[config.mk]
export PLATFORM = sky130hd
export DESIGN_NAME = rv_mem_arbiter_flat
export DESIGN_NICKNAME = d
export VERILOG_FILES = /design/src/rtl/rv_mem_arbiter_pkg.sv /design/src/rtl/rv_mem_arbiter_if.sv /design/src/rtl/rv_mem_arbiter.sv /design/src/flat_wrapper.sv
export SDC_FILE = /design/constraint.sdc
export NUM_CORES = 1
export LEC_CHECK = 0
export BUFFER_PORTS_ARGS = -buffer_cell sky130_fd_sc_hd__buf_2
export CORE_AREA = 2 2 106 108
export CTS_BUF_LIST = sky130_fd_sc_hd__clkbuf_16
export DETAILED_ROUTE_END_ITERATION = 7
export DIE_AREA = 0 0 108 110
export GPL_ROUTABILITY_DRIVEN = 0
export GPL_TIMING_DRIVEN = 0
export PLACE_DENSITY_LB_ADDON = 0.1
export SYNTH_ARGS = -nofsm -noshare
export SYNTH_HDL_FRONTEND = slang
export SYNTH_SLANG_ARGS = --single-unit
[constraint.sdc]
create_clock -name clk -period 2.1 [get_ports clk]
set_clock_uncertainty 0.15 [all_clocks]
set_input_delay 0.42 -clock clk [delete_from_list [all_inputs] [get_ports clk]]
set_output_delay 0.42 -clock clk [all_outputs]
set_load 0.01 [all_outputs]
[src/rtl/rv_mem_arbiter_pkg.sv]
// Shared definitions for the RV32 unified-memory arbiter (package my_pkg).
// Holds bus widths, the memory access-size encoding, the arbiter state type
// and the default fetch starvation threshold.
package my_pkg;

  localparam int ADDR_WIDTH = 32;
  localparam int DATA_WIDTH = 32;

  // Access size/sign encoding shared by the MEM stage and the memory port
  localparam logic [2:0] MEM_OP_BYTE   = 3'b000;
  localparam logic [2:0] MEM_OP_HALF   = 3'b001;
  localparam logic [2:0] MEM_OP_WORD   = 3'b010;
  localparam logic [2:0] MEM_OP_BYTE_U = 3'b100;
  localparam logic [2:0] MEM_OP_HALF_U = 3'b101;

  // Lost arbitrations a fetch tolerates before it is forced through
  localparam int MAX_WAIT_DEFAULT = 4;

  typedef enum logic [1:0] {
    IDLE    = 2'd0,
    SERVE_D = 2'd1,
    SERVE_I = 2'd2
  } arb_state_t;

endpackage

[src/rtl/rv_mem_arbiter_if.sv]
// Bundle of the fetch, data and memory handshakes around rv_mem_arbiter.
// The slave modport is the arbiter's view; master is the pipeline/memory view.
interface rv_mem_arbiter_if #(
  parameter int ADDR_WIDTH = my_pkg::ADDR_WIDTH,
  parameter int DATA_WIDTH = my_pkg::DATA_WIDTH
);

  logic                  if_req;
  logic [ADDR_WIDTH-1:0] if_addr;
  logic                  if_kill;
  logic                  if_ack;
  logic [DATA_WIDTH-1:0] if_rdata;

  logic                  dm_req;
  logic                  dm_we;
  logic [2:0]            dm_op;
  logic [ADDR_WIDTH-1:0] dm_addr;
  logic [DATA_WIDTH-1:0] dm_wdata;
  logic                  dm_ack;
  logic [DATA_WIDTH-1:0] dm_rdata;

  logic                  mem_req;
  logic                  mem_we;
  logic [2:0]            mem_op;
  logic [ADDR_WIDTH-1:0] mem_addr;
  logic [DATA_WIDTH-1:0] mem_wdata;
  logic                  mem_ack;
  logic [DATA_WIDTH-1:0] mem_rdata;

  modport slave (
    input  if_req, if_addr, if_kill,
    output if_ack, if_rdata,
    input  dm_req, dm_we, dm_op, dm_addr, dm_wdata,
    output dm_ack, dm_rdata,
    output mem_req, mem_we, mem_op, mem_addr, mem_wdata,
    input  mem_ack, mem_rdata
  );

  modport master (
    output if_req, if_addr, if_kill,
    input  if_ack, if_rdata,
    output dm_req, dm_we, dm_op, dm_addr, dm_wdata,
    input  dm_ack, dm_rdata,
    input  mem_req, mem_we, mem_op, mem_addr, mem_wdata,
    output mem_ack, mem_rdata
  );

endinterface

[src/rtl/rv_mem_arbiter.sv]
// Single-port memory arbiter shared by instruction fetch and the MEM stage.
// One transaction at a time: IDLE arbitrates and latches a command, SERVE_D /
// SERVE_I hold it on the memory port until mem_ack, then return to IDLE.
// Data has fixed priority over fetch. Optional build macro
// RV_MEM_ARB_STARVE_GUARD_EN adds a wait counter that forces a fetch grant
// after MAX_WAIT consecutive losses to data.
module rv_mem_arbiter
  import my_pkg::*;
#(
  parameter int ADDR_WIDTH = my_pkg::ADDR_WIDTH,
  parameter int DATA_WIDTH = my_pkg::DATA_WIDTH,
  parameter int MAX_WAIT   = my_pkg::MAX_WAIT_DEFAULT
) (
  input  logic              clk,
  input  logic              rst_n,
  rv_mem_arbiter_if.slave   bus,
  output logic              busy
);

  if (MAX_WAIT < 1 || MAX_WAIT > 15) begin : g_bad_max_wait
    $error("rv_mem_arbiter: MAX_WAIT must be within 1..15");
  end

  arb_state_t            state_q, state_d;
  logic                  kill_q, kill_d;
  logic                  active_q, active_d;
  logic                  cmd_we_q, cmd_we_d;
  logic [2:0]            cmd_op_q, cmd_op_d;
  logic [ADDR_WIDTH-1:0] cmd_addr_q, cmd_addr_d;
  logic [DATA_WIDTH-1:0] cmd_wdata_q, cmd_wdata_d;

  logic fetch_live;
  logic win_data;
  logic win_fetch;

  // A fetch that is being killed in the same cycle never competes
  assign fetch_live = bus.if_req & ~bus.if_kill;

`ifdef RV_MEM_ARB_STARVE_GUARD_EN
  localparam logic [3:0] MAX_WAIT_CNT = 4'(MAX_WAIT);

  logic [3:0] wait_q, wait_d;
  logic       starved;

  assign starved = (wait_q >= MAX_WAIT_CNT);
`endif

  // Pick the winner of this IDLE cycle: data first unless fetch has starved
  always_comb begin
    win_data  = 1'b0;
    win_fetch = 1'b0;
    if (state_q == IDLE) begin
      if (bus.dm_req && fetch_live) begin
`ifdef RV_MEM_ARB_STARVE_GUARD_EN
        if (starved) begin
          win_fetch = 1'b1;
        end else begin
          win_data = 1'b1;
        end
`else
        win_data = 1'b1;
`endif
      end else if (bus.dm_req) begin
        win_data = 1'b1;
      end else if (fetch_live) begin
        win_fetch = 1'b1;
      end
    end
  end

`ifdef RV_MEM_ARB_STARVE_GUARD_EN
  // Count fetch losses to data; any fetch grant or idle fetch side clears it
  always_comb begin
    wait_d = wait_q;
    if (state_q == IDLE) begin
      if (!bus.if_req || win_fetch) begin
        wait_d = 4'd0;
      end else if (win_data && fetch_live && wait_q != 4'hF) begin
        wait_d = wait_q + 4'd1;
      end
    end
  end
`endif

  // Next-state, command capture and kill-flag logic
  always_comb begin
    state_d     = state_q;
    kill_d      = kill_q;
    active_d    = active_q;
    cmd_we_d    = cmd_we_q;
    cmd_op_d    = cmd_op_q;
    cmd_addr_d  = cmd_addr_q;
    cmd_wdata_d = cmd_wdata_q;
    unique case (state_q)
      IDLE: begin
        kill_d = 1'b0;
        if (win_data) begin
          state_d     = SERVE_D;
          active_d    = 1'b1;
          cmd_we_d    = bus.dm_we;
          cmd_op_d    = bus.dm_op;
          cmd_addr_d  = bus.dm_addr;
          cmd_wdata_d = bus.dm_wdata;
        end else if (win_fetch) begin
          state_d     = SERVE_I;
          active_d    = 1'b1;
          cmd_we_d    = 1'b0;
          cmd_op_d    = MEM_OP_WORD;
          cmd_addr_d  = bus.if_addr;
          cmd_wdata_d = '0;
        end
      end
      SERVE_D: begin
        if (bus.mem_ack) begin
          state_d  = IDLE;
          active_d = 1'b0;
        end
      end
      SERVE_I: begin
        if (bus.if_kill) begin
          kill_d = 1'b1;
        end
        if (bus.mem_ack) begin
          state_d  = IDLE;
          active_d = 1'b0;
          kill_d   = 1'b0;
        end
      end
      default: begin
        state_d  = IDLE;
        active_d = 1'b0;
        kill_d   = 1'b0;
      end
    endcase
  end

  // State and command register; reset drops the memory request at once
  always_ff @(posedge clk or negedge rst_n) begin
    if (!rst_n) begin
      state_q     <= IDLE;
      kill_q      <= 1'b0;
      active_q    <= 1'b0;
      cmd_we_q    <= 1'b0;
      cmd_op_q    <= 3'b000;
      cmd_addr_q  <= '0;
      cmd_wdata_q <= '0;
    end else begin
      state_q     <= state_d;
      kill_q      <= kill_d;
      active_q    <= active_d;
      cmd_we_q    <= cmd_we_d;
      cmd_op_q    <= cmd_op_d;
      cmd_addr_q  <= cmd_addr_d;
      cmd_wdata_q <= cmd_wdata_d;
    end
  end

`ifdef RV_MEM_ARB_STARVE_GUARD_EN
  // Starvation counter register
  always_ff @(posedge clk or negedge rst_n) begin
    if (!rst_n) begin
      wait_q <= 4'd0;
    end else begin
      wait_q <= wait_d;
    end
  end
`endif

  assign bus.mem_req   = active_q;
  assign bus.mem_we    = cmd_we_q;
  assign bus.mem_op    = cmd_op_q;
  assign bus.mem_addr  = cmd_addr_q;
  assign bus.mem_wdata = cmd_wdata_q;
  assign busy          = active_q;

  // Acks follow mem_ack in the matching state; a killed fetch stays silent
  assign bus.dm_ack   = (state_q == SERVE_D) & bus.mem_ack;
  assign bus.if_ack   = (state_q == SERVE_I) & bus.mem_ack & ~kill_q & ~bus.if_kill;
  assign bus.dm_rdata = bus.dm_ack ? bus.mem_rdata : '0;
  assign bus.if_rdata = bus.if_ack ? bus.mem_rdata : '0;

endmodule

[src/flat_wrapper.sv]
// flat-port wrapper written by rule: the top's interface ports become plain ports
module rv_mem_arbiter_flat import my_pkg::*;
#(
  parameter int ADDR_WIDTH = my_pkg::ADDR_WIDTH,
  parameter int DATA_WIDTH = my_pkg::DATA_WIDTH,
  parameter int MAX_WAIT   = my_pkg::MAX_WAIT_DEFAULT
)
  (clk, rst_n, busy, bus_if_req, bus_if_addr, bus_if_kill, bus_if_ack, bus_if_rdata, bus_dm_req, bus_dm_we, bus_dm_op, bus_dm_addr, bus_dm_wdata, bus_dm_ack, bus_dm_rdata, bus_mem_req, bus_mem_we, bus_mem_op, bus_mem_addr, bus_mem_wdata, bus_mem_ack, bus_mem_rdata);
  rv_mem_arbiter_if #(.ADDR_WIDTH(ADDR_WIDTH), .DATA_WIDTH(DATA_WIDTH)) bus_i ();
  input  logic clk;
  input  logic rst_n;
  output logic busy;
  input wire logic [$bits(bus_i.if_req)-1:0] bus_if_req;
  input wire logic [$bits(bus_i.if_addr)-1:0] bus_if_addr;
  input wire logic [$bits(bus_i.if_kill)-1:0] bus_if_kill;
  output wire logic [$bits(bus_i.if_ack)-1:0] bus_if_ack;
  output wire logic [$bits(bus_i.if_rdata)-1:0] bus_if_rdata;
  input wire logic [$bits(bus_i.dm_req)-1:0] bus_dm_req;
  input wire logic [$bits(bus_i.dm_we)-1:0] bus_dm_we;
  input wire logic [$bits(bus_i.dm_op)-1:0] bus_dm_op;
  input wire logic [$bits(bus_i.dm_addr)-1:0] bus_dm_addr;
  input wire logic [$bits(bus_i.dm_wdata)-1:0] bus_dm_wdata;
  output wire logic [$bits(bus_i.dm_ack)-1:0] bus_dm_ack;
  output wire logic [$bits(bus_i.dm_rdata)-1:0] bus_dm_rdata;
  output wire logic [$bits(bus_i.mem_req)-1:0] bus_mem_req;
  output wire logic [$bits(bus_i.mem_we)-1:0] bus_mem_we;
  output wire logic [$bits(bus_i.mem_op)-1:0] bus_mem_op;
  output wire logic [$bits(bus_i.mem_addr)-1:0] bus_mem_addr;
  output wire logic [$bits(bus_i.mem_wdata)-1:0] bus_mem_wdata;
  input wire logic [$bits(bus_i.mem_ack)-1:0] bus_mem_ack;
  input wire logic [$bits(bus_i.mem_rdata)-1:0] bus_mem_rdata;
  assign bus_i.if_req = bus_if_req;
  assign bus_i.if_addr = bus_if_addr;
  assign bus_i.if_kill = bus_if_kill;
  assign bus_if_ack = bus_i.if_ack;
  assign bus_if_rdata = bus_i.if_rdata;
  assign bus_i.dm_req = bus_dm_req;
  assign bus_i.dm_we = bus_dm_we;
  assign bus_i.dm_op = bus_dm_op;
  assign bus_i.dm_addr = bus_dm_addr;
  assign bus_i.dm_wdata = bus_dm_wdata;
  assign bus_dm_ack = bus_i.dm_ack;
  assign bus_dm_rdata = bus_i.dm_rdata;
  assign bus_mem_req = bus_i.mem_req;
  assign bus_mem_we = bus_i.mem_we;
  assign bus_mem_op = bus_i.mem_op;
  assign bus_mem_addr = bus_i.mem_addr;
  assign bus_mem_wdata = bus_i.mem_wdata;
  assign bus_i.mem_ack = bus_mem_ack;
  assign bus_i.mem_rdata = bus_mem_rdata;
  rv_mem_arbiter #(.ADDR_WIDTH(ADDR_WIDTH), .DATA_WIDTH(DATA_WIDTH), .MAX_WAIT(MAX_WAIT)) u_core (.clk(clk), .rst_n(rst_n), .bus(bus_i), .busy(busy));
endmodule
# Yosys cells after proc, flatten, opt, wreduce, memory -nomap -nowiden
# Cells that the tools add are included.
[totals]
reg_bits = 72
inputBits = 138
word_cells = 55
[classes]
n_bitwise = 8
reduce_logical = 7
n_mux = 28
n_eq_ne = 5
[op_table]
columns = ["op", "count"]
rows = [
  ["32-bit 2-to-1 mux", 6],
  ["1-bit 2-to-1 mux", 14],
  ["2-bit 2-to-1 mux", 3],
  ["3-bit 2-to-1 mux", 2],
  ["2-bit AND reduction", 3],
  ["1-bit bitwise AND", 5],
  ["1-bit case mux with 2 select lines", 2],
  ["2-bit case mux with 2 select lines", 1],
  ["3-bit by 1-bit inequality test with 1-bit output (second input constant)", 1],
  ["3-bit inequality test (second input constant)", 1],
  ["1-bit NOT", 3],
  ["2-bit by 1-bit equality test with 1-bit output (second input constant)", 1],
  ["2-bit equality test (second input constant)", 1],
  ["2-bit zero test", 1],
  ["2-bit by 1-bit inequality test with 1-bit output (second input constant)", 1],
  ["2-bit nonzero test", 1],
  ["2-bit OR reduction", 1],
  ["1-bit logical AND", 1],
]

# Longest topological paths before layout
# Gate-level depths: netlist of run 1.
[logic_depth]
word_depth = 9
depth_mapped = 8

# Worst setup path before layout of run 1
# OpenSTA, ideal clock, no wires.
[synth_timing]
kind = "reg2out"
start = "reg u_core.state_q[0]"
end = "out bus_if_rdata[22]"
stages_incl_launch_ff = 7
t_arrival_ps = 1479
t_required_ps = 1530
path_buffers = 1
setup_slack_ps = 51
cell_sequence = "dfrtp_1 inv_1 ha_1 nand2_1 nor3_1 clkbuf_1 and2_1"
[synth_between]
elab_chain_cells = 5
[synth_lines]
columns = ["item", "line_no", "source"]
rows = [
  ["from (decl)", "rv_mem_arbiter.sv:24", "arb_state_t state_q, state_d;"],
  ["from (signal assigned)", "rv_mem_arbiter.sv:148", "state_q <= state_d;"],
  ["2-bit equality test", "rv_mem_arbiter.sv:178", "assign bus.if_ack = (state_q == SERVE_I) & bus.mem_ack & ~kill_q & ~bus.if_kill;"],
  ["1-bit bitwise AND (3 in series)", "rv_mem_arbiter.sv:178", ""],
  ["net bus_if_ack", "flat_wrapper.sv:16", "output wire logic [$bits(bus_i.if_ack)-1:0] bus_if_ack;"],
  ["32-bit 2-to-1 mux", "rv_mem_arbiter.sv:180", "assign bus.if_rdata = bus.if_ack ? bus.mem_rdata : '0;"],
  ["to (decl)", "flat_wrapper.sv:17", "output wire logic [$bits(bus_i.if_rdata)-1:0] bus_if_rdata;"],
]
# The timed path passes the listed nets, and every way through them passes these cells.

# Worst setup path in the final report of run 1
[layout_timing]
start = "reg u_core.state_q[0]"
end = "out bus_if_rdata[20]"
[layout_between]
elab_chain_cells = 5
[layout_lines]
columns = ["item", "line_no"]
rows = [
  ["2-bit equality test", "rv_mem_arbiter.sv:178"],
  ["1-bit bitwise AND (3 in series)", "rv_mem_arbiter.sv:178"],
  ["32-bit 2-to-1 mux", "rv_mem_arbiter.sv:180"],
]
# No other way between the ends.

==> results of run 1 <==
[critical path, stage by stage, from the launching register on]
cell and delay (ns):
dfrtp_1 0.39, inv_2 0.10, ha_4 0.15, nand2_4 0.05, nor3_4 0.15, buf_6 0.18, buf_8 0.12, and2_4 0.14
buf_6 0.09
[synthesized netlist by cell type]
cell	number
mux2_1	2
and2_1	34
dfrtp_1	72
mux2i_1	1
nor3_1	1
a22o_1	35
nand2_2	1
mux2_2	63
nand2b_1	2
ha_1	4
inv_1	5
a41oi_4	1
a31oi_1	1
nor2b_1	1
buf_4	1
clkbuf_1	11
buf_1	1
a21oi_1	3
and3_1	32
nand2_1	1
o2bb2ai_1	1
buf_2	5
or3b_2	1
buf_6	6
nor2_1	2
[flip-flops by register name (all words and copies together) (netlist names)]
signal and count:
u_core.bus.mem_req 1, u_core.bus.mem_we 1, u_core.state_q 2, u_core.bus.mem_wdata 32, u_core.bus.mem_op 3, u_core.kill_q 1
u_core.bus.mem_addr 32
[through the flow]
step,worst slack (ns),TNS (ns)
final,-0.161,-7.45
after global routing,-0.242,-14.79
after CTS,-0.218,-17.47
after detailed placement,-0.388,-15.57
after global placement,-0.260,-12.03
after floorplan,0.0505,0
[what timing repair did]
action	in CTS	in global routing
endpoints found under the setup margin	125	133
hold buffers	1	0
gates resized for setup	65	155
pin swaps	26	25
cloned	4	9
buffers inserted	6	13
hold endpoints to repair	35	0
[per-layer routing]
| layer | track usage | vias to the layer above |
|---|---|---|
| met3 | 0.0476 | 20 |
| met2 | 0.329 | 166 |
| met4 | 0.0623 | 0 |
| met1 | 0.210 | 1700 |
| li1 | - | 1665 |
| met5 | 0 | - |
[placed cells by master (no fill, tap or decap), types with 2 or more instances in the layout]
cell type	synthesis	routed
inv_2	0	2
and3_1	32	16
buf_8	0	9
dfrtp_1	72	72
buf_12	0	8
nand2b_1	2	2
clkbuf_16	0	15
and2_4	0	33
buf_4	1	12
clkbuf_2	0	3
clkbuf_1	11	3
bufinv_16	0	2
nor2_1	2	2
buf_2	5	221
mux2_2	63	33
inv_1	5	4
inv_6	0	2
ha_4	0	3
a22o_1	35	35
a21oi_1	3	3
buf_6	6	67
mux2_4	0	32
and3_4	0	16
[cells by family after synthesis]
family | after synthesis | share of synthesized area
muxes | 66 | 0.207
buffers and inverters | 29 | 0.0457
DFF | 72 | 0.503
adders and majority gates | 4 | 0.0140
and+or+nand+nor | 75 | 0.129
AOI/OAI and AO/OA | 41 | 0.102
[power by group]
part | switching, mW | leakage [nW] | internal, mW
registers | 0.364 | 0.875 | 2.06
clock network | 0.583 | 0.158 | 1.04
logic | 1.91 | 2.58 | 2.68
[layout make-up]
cell class / instances / area, sq um
timing repair buffer: 307 / 2170
fill: 849 / 3980
sequential: 72 / 1800
buffer: 23 / 263
inverter: 5 / 18.8
multi-input combinational: 186 / 1970
tap: 140 / 175
clock inverter: 7 / 93.8
clock buffer: 9 / 225
[worst paths after layout]
path	startpoint	endpoint	slack [ns]	depth (start not counted)
min in group asynchronous	rst_n	u_core.bus.mem_wdata[15]	0.43	2
worst min-delay path	bus_dm_wdata[16]	u_core.bus.mem_wdata[16]	0.16	2
worst min register to register	u_core.bus.mem_wdata[6]	u_core.bus.mem_wdata[6]	0.34	1
worst max register to register	u_core.state_q[0]	u_core.bus.mem_addr[26]	-0.12	9
max in group asynchronous	rst_n	u_core.bus.mem_addr[17]	0.80	3
worst max-delay path	u_core.state_q[0]	bus_if_rdata[20]	-0.16	8
==> impl_metrics.toml, run 1 <==
[pwr]
vdd_drop_max_uv = 853
finalPower_mw = 8.64
power.leakage_nw = 3.61
p_per_area_mw_per_mm2 = 1290

[floorplan]
start_util = 0.335
die_width_microns = 108
die_area_sq_mm = 0.0119
row_count = 38
coreArea_sq_mm = 0.0107
io_pins = 274
die_height_microns = 110

[flow_run]
drv_cap = 0

[setup_path]
endpoint_kind = "output pin"
crit_arrival_ns = 1.69
worst_setup_path_start_kind = "flop"
crit_type = "flop to output pin"
worstPathRequired_ns = 1.53
cp_max_fo = 5

[sta]
max_freq_mhz = 442
period_share = 1.08
setup_ws_ns = -0.161
rsz0062_at_grt = "true"
holdWs_ns = 0.163
slew_headroom = 0.686
setup_viol_count_final = 85
finalHoldViolations = 0
fin_crit_ns = 2.26
slew_violations = 0
worst_pin_slew_ns = 0.470

[clocking]
cts_tree = "built"
clock-sinks = 72
root_buffer = "clkbuf_16"
clock_latency_ns = 0.32
clkTransAtPathRegs_ns = 0.06
htree_levels = 3
clk_path_buf_depth = 2
cts_buffers = 9

[logic_synthesis]
synthCells = 287
synth_cell_types = 25
syn_nets = 429
ys_seq_area_frac = 0.503
ys_top_cells_by_area = "dfrtp_1 (50%), mux2_2 (20%), a22o_1 (8.6%)"
syn_area_sq_mm = 0.00358
synth_largest_area_cell = "dfrtp_1"
synth_seq_cells = 72
synth_warnings = 0
yosys.area.top_type_share = 0.503
avgSynthCellArea_sq_um = 12.5

[place]
placed_area_sq_mm = 0.00515
dp_hpwl_mm = 8.61
dp.cells = 701
io_buffers = 273

[finish]
num_antenna_cells = 0
final_layout_size_suffix_gt1_frac = 0.764
fin_util = 0.628
design_area_sq_mm = 0.00672
fin_nets = 746
syn_to_final_growth_pct = 87.4
instances_no_fill = 749

[global_routing]
antenna_found_initial = 0
grt_max_degree = 38
grt_pass1_wl_mm = 16.7
grt.overflow.total = 0
track_usage = 0.182
grt_pass1_vias = 3372

[route]
vias = 3551
routedWlPerCell_microns = 17.3
drt-vias-per-instance = 4.74
drt_pre_antenna_iters = 4
wl_met3_microns = 865
wl_met2_mm = 6.80
dr.max_layer_used = "met4"
ant_nets = 0
drt_iter0_markers = 145
drcViolationCount = 0
totalWireLength_mm = 12.9
met1_length_mm = 5.03

[worst_hold_path]
worstHoldPathType = "input pin to flop"

[run_status]
status = "finished, violations left"
violations = "negative setup slack"
No activity file was read; power rests on OpenSTA's default activity.
==> run 2: changes to the inputs <==
--- a/config.mk
+++ b/config.mk
@@ -11,7 +11,6 @@
 export DETAILED_ROUTE_END_ITERATION = 7
 export DIE_AREA = 0 0 108 110
 export GPL_ROUTABILITY_DRIVEN = 0
-export GPL_TIMING_DRIVEN = 0
 export PLACE_DENSITY_LB_ADDON = 0.1
 export SYNTH_ARGS = -nofsm -noshare
 export SYNTH_HDL_FRONTEND = slang
==> impl_metrics.toml, run 2 (synthesis results as in run 1) <==
[run_status]
violations = "negative setup slack"
status = "finished, violations left"

[setup_path]
ff2ff_setup_slack_ns = 0.06
crit_type = "flop to output pin"
cp_max_fo = 16
worstPathRequired_ns = 1.53
cp_slowest_stage_delay_ns = 0.39
cp.buffers_inverters = 3
endpoint_kind = "output pin"
crit_cells = 7
cpLargestDelayFamily = "flip-flops"
worst_setup_path_start_kind = "flop"
reg2reg_depth = 9
slowest_stage = "dfrtp_1"
cp_cell_sequence = "inv_2, ha_4, nand2_4, nor3_4, buf_6, and2_1, buf_2"
crit_arrival_ns = 1.62

[route]
totalWireLength_mm = 11.9
ant_nets = 0
drt_iter0_markers = 147
drt_pre_antenna_iters = 6
vias = 3424
drcViolationCount = 0
drt-vias-per-instance = 4.72
routedWlPerCell_microns = 16.4

[pwr]
internal_power_mw = 5.48
power.leakage_nw = 3.32
finalPower_mw = 8.18
vdd_drop_max_uv = 558
switching_share = 0.330
pwr-share-seq = 0.294
p_per_area_mw_per_mm2 = 1370
p_switching_mw = 2.70
p_comb_frac = 0.476
clkPwrFrac = 0.230

[sta]
max_freq_mhz = 457
setup_ws_ns = -0.0880
period_share = 1.04
holdWs_ns = 0.156
worst_pin_slew_ns = 0.393
slew_headroom = 0.738
finalHoldViolations = 0
setup_viol_count_final = 65
slew_violations = 0
rsz0062_at_grt = "true"
fin_crit_ns = 2.19
tns_ns = -3.84

[floorplan]
start_util = 0.335
die_height_microns = 110
row_count = 38
coreArea_sq_mm = 0.0107
die_width_microns = 108
io_pins = 274
die_area_sq_mm = 0.0119

[clocking]
htree_levels = 3
clk_path_buf_depth = 2
clock_latency_ns = 0.33
cts_buffers = 9
root_buffer = "clkbuf_16"
cts_tree = "built"
clock-sinks = 72
clkTransAtPathRegs_ns = 0.06

[worst_hold_path]
worstHoldPathType = "input pin to flop"
whs_path_depth = 2

[finish]
design_area_sq_mm = 0.00597
fin_nets = 722
syn_to_final_growth_pct = 66.6
final_common_cell = "buf_2"
final_layout_size_suffix_gt1_frac = 0.680
layout_common_cells = "buf_2 (265), dfrtp_1 (72), mux2_2 (62), a22o_1 (35), and3_1 (32)"

[place]
io_buffers = 273
dp_hpwl_mm = 8.03
placed_area_sq_mm = 0.00516
pre_cts_slack_ns = 0.0698

[flow_run]
drv_cap = 0

[global_routing]
grt.overflow.total = 0
track_usage = 0.185
antenna_found_initial = 1
grt_pass1_wl_mm = 16.8
grt_max_degree = 73
grt_pass1_vias = 3324
==> run 2: cell types whose count changed in the layout (fill, tap and decap cells not counted), moves of 16 or more <==
cell,change
and2_4,-27
and2_1,+27
mux2_4,-31
mux2_2,+29
buf_2,+44
and3_4,-16
and3_1,+16
buf_6,-55
==> run 2: worst paths after layout <==
check | start | endpoint
setup / recovery | u_core.state_q[0] | bus_if_rdata[27]
hold / removal | bus_dm_wdata[2] | u_core.bus.mem_wdata[2]
setup reg to reg | u_core.state_q[1] | u_core.bus.mem_wdata[23]
hold reg to reg | u_core.bus.mem_addr[26] | u_core.bus.mem_addr[26]
max in group asynchronous | rst_n | u_core.bus.mem_wdata[1]
min in group asynchronous | rst_n | u_core.bus.mem_addr[24]
==> run 2: per-layer routing <==
| layer | routed length [microns] | GRT usage |
|---|---|---|
| met1 | 4840 | 0.216 |
| met2 | 5940 | 0.319 |
| met3 | 908 | 0.0541 |
| met4 | 204 | 0.0742 |
| met5 | 0 | 0 |
==> run 2: layout make-up <==
cell class / instances / area (sq um)
antenna: 1 / 2.50
clock buffer: 9 / 225
clock inverter: 7 / 141
fill: 964 / 4720
inverter: 5 / 18.8
multi-input combinational: 186 / 1690
sequential: 72 / 1800
tap: 140 / 175
timing repair buffer: 306 / 1910
==> run 2: timing repair <==
item | in CTS | in global routing
pin swaps | 3 | 4
hold buffers | 1 | 0
setup endpoints to repair | 66 | 112
resized for setup | 15 | 18
setup buffers | 3 | 8
gates cloned | 2 | 8
hold endpoints to repair | 72 | 0
==> run 2: metrics by stage <==
step,std cells,util
6_report,726,0.558
5_1_grt,726,0.558
4_1_cts,711,0.531
3_5_place_dp,689,0.482
3_3_place_gp,689,0.482
2_1_floorplan,287,-
==> run 2: power groups by stage <==
stage	clock network [mW]	logic, mW	registers [mW]
2_1_floorplan	0	1.62	2.71
3_3_place_gp	0	3.22	2.40
3_5_place_dp	0	3.27	2.40
4_1_cts	1.93	3.42	2.40
5_1_grt	1.99	4.21	2.49
6_report	1.88	3.89	2.40
==> run 2: worst reg2reg max path: stages, from the launching register on <==
cell	delay, ns
dfrtp_1	0.37
inv_1	0.12
buf_4	0.15
ha_1	0.23
a41oi_4	0.14
buf_12	0.18
clkbuf_16	0.17
buf_4	0.14
buf_4	0.13
a22o_1	0.17
==> run 3: changes to the inputs <==
--- a/config.mk
+++ b/config.mk
@@ -6,10 +6,11 @@
 export NUM_CORES = 1
 export LEC_CHECK = 0
 export BUFFER_PORTS_ARGS = -buffer_cell sky130_fd_sc_hd__buf_2
-export CORE_AREA = 2 2 106 108
+export CORE_ASPECT_RATIO = 0.6
+export CORE_MARGIN = 1.5
+export CORE_UTILIZATION = 40
 export CTS_BUF_LIST = sky130_fd_sc_hd__clkbuf_16
 export DETAILED_ROUTE_END_ITERATION = 7
-export DIE_AREA = 0 0 108 110
 export GPL_ROUTABILITY_DRIVEN = 0
 export PLACE_DENSITY_LB_ADDON = 0.1
 export SYNTH_ARGS = -nofsm -noshare
==> constraint.sdc (replaced) <==
create_clock -name clk -period 2.2 [get_ports clk]
set_clock_uncertainty 0.15 [all_clocks]
set_input_delay 0.44 -clock clk [delete_from_list [all_inputs] [get_ports clk]]
set_output_delay 0.44 -clock clk [all_outputs]
set_load 0.01 [all_outputs]
==> impl_metrics.toml, run 3 (synthesis results as in run 1) <==
[run_status]
status = "finished, final reports clean"

[sta]
rsz0062_at_grt = "true"
fin_crit_ns = 2.18
worst_pin_slew_ns = 0.440
max_freq_mhz = 459
slew_headroom = 0.706
setup_viol_count_final = 0
finalHoldViolations = 0
holdWs_ns = 0.178
slew_violations = 0
period_share = 0.989

[setup_path]
worstPathRequired_ns = 1.61
reg2reg_from = "u_core.state_q[0]"
endpoint_kind = "output pin"
cp_max_fo = 17
crit_start = "u_core.state_q[0]"
crit_type = "flop to output pin"
worst_setup_path_start_kind = "flop"
crit_arrival_ns = 1.59

[clocking]
clock-sinks = 72
clock_latency_ns = 0.33
root_buffer = "clkbuf_16"
cts_buffers = 9
cts_tree = "built"
clkTransAtPathRegs_ns = 0.06
clk_path_buf_depth = 2
htree_levels = 3

[floorplan]
die_area_sq_mm = 0.00956
start_util = 0.417
io_pins = 274
row_count = 26
coreArea_sq_mm = 0.00859
die_width_microns = 125
die_height_microns = 76.3

[pwr]
pwr-share-seq = 0.321
p_switching_mw = 2.42
switching_share = 0.339
power.leakage_nw = 3.15
internal_power_mw = 4.72
vdd_drop_max_uv = 702
p_comb_frac = 0.449
finalPower_mw = 7.13
p_per_area_mw_per_mm2 = 1280
clkPwrFrac = 0.230

[finish]
syn_to_final_growth_pct = 55.3
instances_no_fill = 683
layout_common_cells = "buf_2 (270), dfrtp_1 (72), mux2_2 (63), a22o_1 (35)"
final_layout_size_suffix_gt1_frac = 0.662
num_antenna_cells = 0
final_common_cell = "buf_2"
fin_util = 0.648
fin_nets = 708
multi_input_area_sq_mm = 0.00166
seq_area_sq_mm = 0.00180
nFillCells = 716

[global_routing]
grt.overflow.total = 0
grt_pass1_vias = 3260
grt_max_degree = 47
track_usage = 0.228
grt_pass1_wl_mm = 17.0
antenna_found_initial = 0

[route]
vias = 3357
ant_nets = 0
drt_pre_antenna_iters = 4
drt-vias-per-instance = 4.92
drcViolationCount = 0
drt_iter0_markers = 124
routedWlPerCell_microns = 16.0
totalWireLength_mm = 10.9

[worst_hold_path]
holdCritStartpoint = "bus_dm_wdata[13]"
worstHoldPathType = "input pin to flop"

[place]
dp_hpwl_mm = 8.13
dp.cells = 661
io_buffers = 273

[flow_run]
drv_cap = 0
run 3: cell count changes in the layout (fill, tap and decap cells not counted), sizes merged:
cell / previous run / this run
clkbuf: 15 / 10
clkinvlp: 0 / 2
buf: 299 / 290
diode: 1 / 0
bufinv: 4 / 3
inv: 8 / 7
run 3: stage by stage:
step           TNS [ns]  setup WS (ns)  instance area [sq um]
5_1_grt           -2.85        -0.0900                   5570
3_3_place_gp          0          0.217                   5100
4_1_cts           -2.60        -0.0881                   5550
3_5_place_dp          0          0.160                   5100
6_report              0         0.0235                   5570
2_1_floorplan         0          0.131                   3580
run 3: layout make-up:
cell class | count | area share
clock buffer | 9 | 0.0405
clock inverter | 7 | 0.0202
inverter | 5 | 0.00337
multi-input combinational | 186 | 0.298
sequential | 72 | 0.324
tap | 112 | 0.0252
timing repair buffer | 292 | 0.289
run 3: power by group through the flow:
stage                     Combinational [mW]  Clock (mW)  Sequential (mW)
after floorplan                         1.55           0             2.59
after global placement                  3.02           0             2.28
after detailed placement                3.08           0             2.29
after CTS                               3.19        1.67             2.29
after global routing                    3.46        1.76             2.38
final                                   3.20        1.64             2.29
run 3: routing by layer:
metal | track usage | vias to the layer above | wire length (microns)
li1 | - | 1589 | -
met1 | 0.298 | 1613 | 4780
met2 | 0.364 | 149 | 5250
met3 | 0.0934 | 6 | 858
met4 | 0.0330 | 0 | 51
met5 | 0 | - | 0
run 3: path summary, 6_finish.rpt:
kind / slack, ns / endpoint / depth (start not counted)
setup / recovery: 0.02 / bus_if_rdata[9] / 7
hold / removal: 0.18 / u_core.bus.mem_wdata[13] / 2
setup reg to reg: 0.11 / u_core.bus.mem_addr[1] / 7
hold reg to reg: 0.34 / u_core.bus.mem_addr[27] / 1
max in group asynchronous: 0.90 / u_core.bus.mem_wdata[0] / 3
min in group asynchronous: 0.45 / u_core.bus.mem_wdata[31] / 2
run 3: timing repair:
action,4_1_cts,5_1_grt
endpoints found under the hold margin,30,0
pin swaps,1,2
gates resized for setup,12,7
gates cloned,1,1
buffers inserted,4,1
hold buffers,1,0
endpoints found under the setup margin,38,97
run 3: critical path, cell delays in order, from the launching register on:
cell	delay [ns]
dfrtp_1	0.38
inv_2	0.08
ha_4	0.15
nand2_4	0.05
nor3_4	0.15
buf_6	0.19
and2_1	0.14
buf_2	0.12
